### config.mk
export PLATFORM = sky130hd
export DESIGN_NAME = y86_regfile_2w2r
export DESIGN_NICKNAME = d
export VERILOG_FILES = /design/src/rtl/y86_pkg.sv /design/src/rtl/regfile_read_port.sv /design/src/rtl/y86_regfile_2w2r.sv
export SDC_FILE = /design/constraint.sdc
export NUM_CORES = 2
export LEC_CHECK = 0
export CORE_AREA = 2 2 485 487
export CTS_BUF_LIST = sky130_fd_sc_hd__clkbuf_8
export DETAILED_ROUTE_END_ITERATION = 7
export DIE_AREA = 0 0 487 489
export PLACE_DENSITY = 0.53
export SETUP_SLACK_MARGIN = 0.2
export SLEW_MARGIN = 30
export SYNTH_ARGS = -nofsm -noshare
export SYNTH_HDL_FRONTEND = slang
export SYNTH_SLANG_ARGS = --single-unit
### constraint.sdc
create_clock -name clk -period 10.3 [get_ports clk]
set_clock_uncertainty 0.1 [all_clocks]
set_input_delay 1.03 -clock clk [delete_from_list [all_inputs] [get_ports clk]]
set_output_delay 1.03 -clock clk [all_outputs]
set_load 0.05 [all_outputs]
### src/rtl/y86_pkg.sv
// y86_pkg: shared Y86-64 register ids, instruction codes and datapath types.
package y86_pkg;
  localparam logic [3:0] RNONE = 4'hF;
  localparam logic [3:0] RRSP = 4'h4;
  typedef logic [3:0] reg_id_t;
  typedef logic [63:0] word_t;
  typedef enum logic [3:0] {
    I_HALT, I_NOP, I_RRMOVQ, I_IRMOVQ, I_RMMOVQ, I_MRMOVQ,
    I_OPQ, I_JXX, I_CALL, I_RET, I_PUSHQ, I_POPQ
  } icode_t;
endpackage

### src/rtl/regfile_read_port.sv
// regfile_read_port: one combinational read port; ids >= NREGS read as 0.
// REGFILE_BYPASS_EN forwards same-cycle committing write data, M over E.
module regfile_read_port import y86_pkg::*; #(
  parameter int W = 64,
  parameter int NREGS = 15,
  parameter int IDW = 4
) (
  input  logic [NREGS*W-1:0] regs,
  input  logic [IDW-1:0]     src,
  input  logic [IDW-1:0]     dst_e,
  input  logic [IDW-1:0]     dst_m,
  input  logic               we_e,
  input  logic               we_m,
  input  logic [W-1:0]       val_e,
  input  logic [W-1:0]       val_m,
  output logic [W-1:0]       val
);
`ifdef REGFILE_BYPASS_EN
  localparam bit BYPASS = 1'b1;
`else
  localparam bit BYPASS = 1'b0;
`endif
  logic hit;
  logic [W-1:0] stored;
  assign hit = int'(src) < NREGS;
  assign stored = hit ? regs[int'(src)*W +: W] : '0;
  always_comb
    val = !hit ? '0 :
          (BYPASS && we_m && src == dst_m) ? val_m :
          (BYPASS && we_e && src == dst_e) ? val_e : stored;
endmodule

### src/rtl/y86_regfile_2w2r.sv
// y86_regfile_2w2r: two-write (E, M) two-read Y86-64 register file with saturating write counter.
// Optional same-cycle read forwarding under macro REGFILE_BYPASS_EN.
module y86_regfile_2w2r import y86_pkg::*; #(
  parameter int W = 64,
  parameter int NREGS = 15,
  parameter int IDW = 4,
  parameter int INIT_IDX = 1
) (
  input  logic               clk,
  input  logic               rst_n,
  input  logic [IDW-1:0]     srcA,
  input  logic [IDW-1:0]     srcB,
  output logic [W-1:0]       valA,
  output logic [W-1:0]       valB,
  input  logic [IDW-1:0]     dstE,
  input  logic [W-1:0]       valE,
  input  logic [IDW-1:0]     dstM,
  input  logic [W-1:0]       valM,
  input  logic               wr_stall,
  output logic [NREGS*W-1:0] regs_flat,
  output logic [15:0]        wr_cnt
);
  logic [W-1:0] regs [NREGS];
  logic we_e, we_m;
  logic [1:0] inc;
  logic [16:0] cnt_sum;
  assign we_e = !wr_stall && int'(dstE) < NREGS;
  assign we_m = !wr_stall && int'(dstM) < NREGS;
  // a colliding E/M pair is one architectural write
  assign inc = (we_e && we_m && dstE == dstM) ? 2'd1 : {1'b0, we_e} + {1'b0, we_m};
  assign cnt_sum = {1'b0, wr_cnt} + 17'(inc);
  always_ff @(posedge clk) begin
    if (!rst_n) begin
      for (int i = 0; i < NREGS; i++) regs[i] <= (INIT_IDX != 0) ? W'(i) : '0;
      wr_cnt <= '0;
    end else begin
      if (we_e) regs[dstE] <= valE;
      if (we_m) regs[dstM] <= valM;
      wr_cnt <= cnt_sum[16] ? 16'hFFFF : cnt_sum[15:0];
    end
  end
  for (genvar g = 0; g < NREGS; g++) begin : g_flat
    assign regs_flat[g*W +: W] = regs[g];
  end
  regfile_read_port #(.W(W), .NREGS(NREGS), .IDW(IDW)) u_rd_a (
    .regs(regs_flat), .src(srcA), .dst_e(dstE), .dst_m(dstM), .we_e(we_e), .we_m(we_m),
    .val_e(valE), .val_m(valM), .val(valA)
  );
  regfile_read_port #(.W(W), .NREGS(NREGS), .IDW(IDW)) u_rd_b (
    .regs(regs_flat), .src(srcB), .dst_e(dstE), .dst_m(dstM), .we_e(we_e), .we_m(we_m),
    .val_e(valE), .val_m(valM), .val(valB)
  );
endmodule

==> summary.txt <==
Critical path
  – Critical path class: in2out
  – Critical Path RT: 9170 ps
  – Crit path cell chain: buf_8 > buf_4 > buf_4 > mux4_2 > nor2b_1 > a211oi_1 > a21oi_1 > clkdlybuf4s50_1
  – Max FO, Critical Path: 35
  – Reg-to-Reg Start: wr_cnt[0]
  – Crit. End Element: primary output
  – Top cell by count, worst path: buf_4
  – Worst Path Buf+Inv: 4
  – Reg2Reg Setup Slack: about 8100 ps
  – Slowest CP cell: clkdlybuf4s50_1
  – Crit-path max cell delay: between 900 and 1000 ps
  – RR Endpoint: wr_cnt[8]
  – Worst Reg-to-Reg Cells: 6
  – CP Launch Type: input pin
  – Arr. time, crit path: slightly below 5000 ps
  – Delay-heaviest family, CP: buffers and inverters

Cells and area
  – Non-Filler Instances: 8756
  – Area Growth Syn to Fin: 33.0%
  – Nets: 5677
  – Finished Core Util: about a third
  – Final Cell Area: approximately 76000 um2
  – Ratio of cells with drive above 1 in the final layout: between 10% and 20%

GRT
  – Grt ovf: 0
  – Largest net degree at the start of global routing: 129
  – Antenna violations before repair: between 60 and 70
  – First-pass GRT wire length: roughly 470 mm
  – GR Util All Layers: between 20% and 30%
  – Number of global-route vias before repair: 49746

Clock tree
  – CTS root buf: clkbuf_8
  – # resized after CTS: 0
  – CTS Buf Count: roughly 180
  – Clk Latency, worst-skew pair: around 980 ps
  – Post-CTS Setup Bufs: 0
  – Clock sink total: a little under 1000
  – Clock slew at the register clock pins of the worst setup and hold paths: roughly 60 ps
  – CTS tree: built
  – Hold-fix buffers, CTS: 0
  – Clock Path Buffers: 3
  – H-tree Lvls: 4

Worst hold path
  – Hold worst-path end: wr_cnt[1]
  – Hold Path Stages: 2
  – Hold Startpoint: rst_n
  – HP Class: in2reg

Floorplan
  – Die Ht: around 500 um
  – Die area: about 240000 um2
  – Core Box Area: approximately 230000 um2
  – Chip width: between 400 and 500 um
  – Initial core utilization: between 20% and 30%
  – Top Ports: 1251
  – Placement row count: around 180

Yosys
  – Ys Warns: 0
  – Complex-gate fraction of the synthesized area: 18.9%
  – Synth area leader: edfxtp_1
  – Sequential fraction of the synthesis area: 51.2%
  – Cells after Synth: between 4000 and 5000
  – Synth top area share: 50.6%
  – Syn avg cell area: 12.5 um2
  – Main combinational cell family by area after synthesis: compound AO/OA/AOI/OAI gates
  – Post-synthesis simple-gate area fraction: 6.93%
  – Synth unique cells: 58
  – Syn_nets: approximately 4700
  – #FFs+latches synth: a little under 1000
  – Syn Std Cell Area: about 57000 um2
  – Post-synthesis mux area share: 18.3%
  – Largest cells by area after synthesis: edfxtp_1 (51%), mux4_2 (13%), a22o_1 (10%)
  – Ys async rst share: 0%
  – Synth Flop Type: edfxtp_1
  – Post-Synth Adder-Cell Area: less than 1%
  – Synth Area in XOR/XNOR: less than 1%
  – EDFF count, synth: 960

Routing
  – Detailed-route via count: between 50000 and 60000
  – Residual DRC: 0
  – Pre-Repair DR Iteration Count: 6
  – Total Wirelength: ~360 mm
  – Initial DRC count: 7131
  – Routed Antenna Nets: 0
  – Routed WL per cell: about 40 um
  – Via density per instance: around 6

Timing
  – Min Tclk post-route: 6000 ps
  – Final setup TNS: 0 ps
  – Fin. Hold Viols: 0
  – Worst Tran Pin Value: ~1100 ps
  – Final period utilization: between 50% and 60%
  – Max-slew headroom: a little over a quarter
  – Max Freq: ~0.17 GHz
  – Final setup violation count: 0
  – Unrepaired setup endpoints after global routing: false
  – Final Max Slew Viols: 0

Run
  – Max_cap viols: 0

Power and ir drop
  – Static Leakage: about 25 nW
  – VDD IR max: 138 uV
  – Pwr dens: approximately 160 nW/um2

Placed design
  – Placed cell count: between 8000 and 9000
  – Final RePlAce weighted congestion: ~0.91
  – Placed Area: between 70000 and 80000 um2
  – PortBufs: approximately 1300
  – DP HPWL: 241 mm

Run status
  – Status: finished clean
## layout make-up
cell class                      count  area, um2
Timing Repair Buffer             1381      13800
Tap cell                         3060       3830
Antenna cell                       35       87.6
Clock inverter                    135        749
Fill cell                       23230     158000
Sequential cell                   976      29100
Inverter                           10       37.5
Clock buffer                      181       2490
Multi-Input combinational cell   2978      25600
## cell families after synthesis
kind of cell | count (synthesis)
multiplexers | 642
AO/OA/AOI/OAI | 1496
buffers and inverters | 587
AND/OR/NAND/NOR | 825
flip-flops | 976
XOR/XNOR | 11
adder cells (fa/ha/maj) | 4
## cell usage after synthesis, drive strengths merged (4+ instances only)
library cell and instances:
edfxtp 960, nor2b 135, o21ai 311, a22o 680
mux2i 322, or3 5, o22ai 68, nor2 32
a211oi 128, nor4 4, nand2b 6, inv 7
xor2 7, clkbuf 338, o2bb2ai 63, nand3b 69
buf 239, nand3 18, a21oi 217, mux4 320
xnor2 4, nand2 514, dfxtp 16, a22oi 10
nor3 18, o31ai 5
## worst reg2reg max path, delay by kind of cell (launching register included)
kind | cells | cell delay, ps
adder cells (fa/ha/maj) | 2 | 470
AO/OA/AOI/OAI | 1 | 210
AND/OR/NAND/NOR | 3 | 1050
flip-flops | 1 | 330
## where the power goes
part,internal [mW],switching (mW),leakage (nW)
sequential,4.65,0.377,9.34
combinational,1.02,2.25,14.1
clock,1.73,1.90,1.84
## registers in the layout, summed over array words and instances, names as in the netlist
name / flops
regs: 960
wr_cnt: 16
## metrics by stage
stage          setup slack [ps]  power (mW)  hold slack, ps
6_report                   4300        11.9             399
5_1_grt                    4140        12.2             374
4_1_cts                    4250        11.9             426
3_5_place_dp               4270        8.32             417
3_3_place_gp               4280        8.31             407
2_1_floorplan               716        6.86             619
## how the worst max path moves through the flow
stage / from / endpoint / slack, ps / depth (start not counted)
final: srcB[0] / valB[43] / 4300 / 8
after global routing: srcB[0] / valB[43] / 4140 / 8
after CTS: srcB[0] / valB[43] / 4250 / 8
after detailed placement: srcB[0] / valB[43] / 4270 / 8
after global placement: srcB[0] / valB[43] / 4280 / 8
after floorplan: dstE[3] / regs[7][0] / 720 / 3
## metal layers
metal / vias up / part of all wire [%] / track usage, % / wire length [um]
met2: 4531 / 46 / 46.1 / 165000
met5: - / 0.036 / 0 / 131
met1: 26633 / 36 / 34.4 / 129000
met3: 877 / 13 / 10.3 / 45700
li1: 20160 / - / - / -
met4: 18 / 5.5 / 14.4 / 19800
## layout by cell type (no fill, tap or decap), types with 107 or more instances in the layout
master	instances
a211oi_1	126
a21oi_1	215
a22o_1	680
buf_4	107
clkbuf_8	181
clkdlybuf4s50_1	1236
edfxtp_1	960
mux2i_1	322
mux4_2	320
nand2_1	514
nor2b_1	134
o21ai_0	286
(Power assumes the default switching activity.)
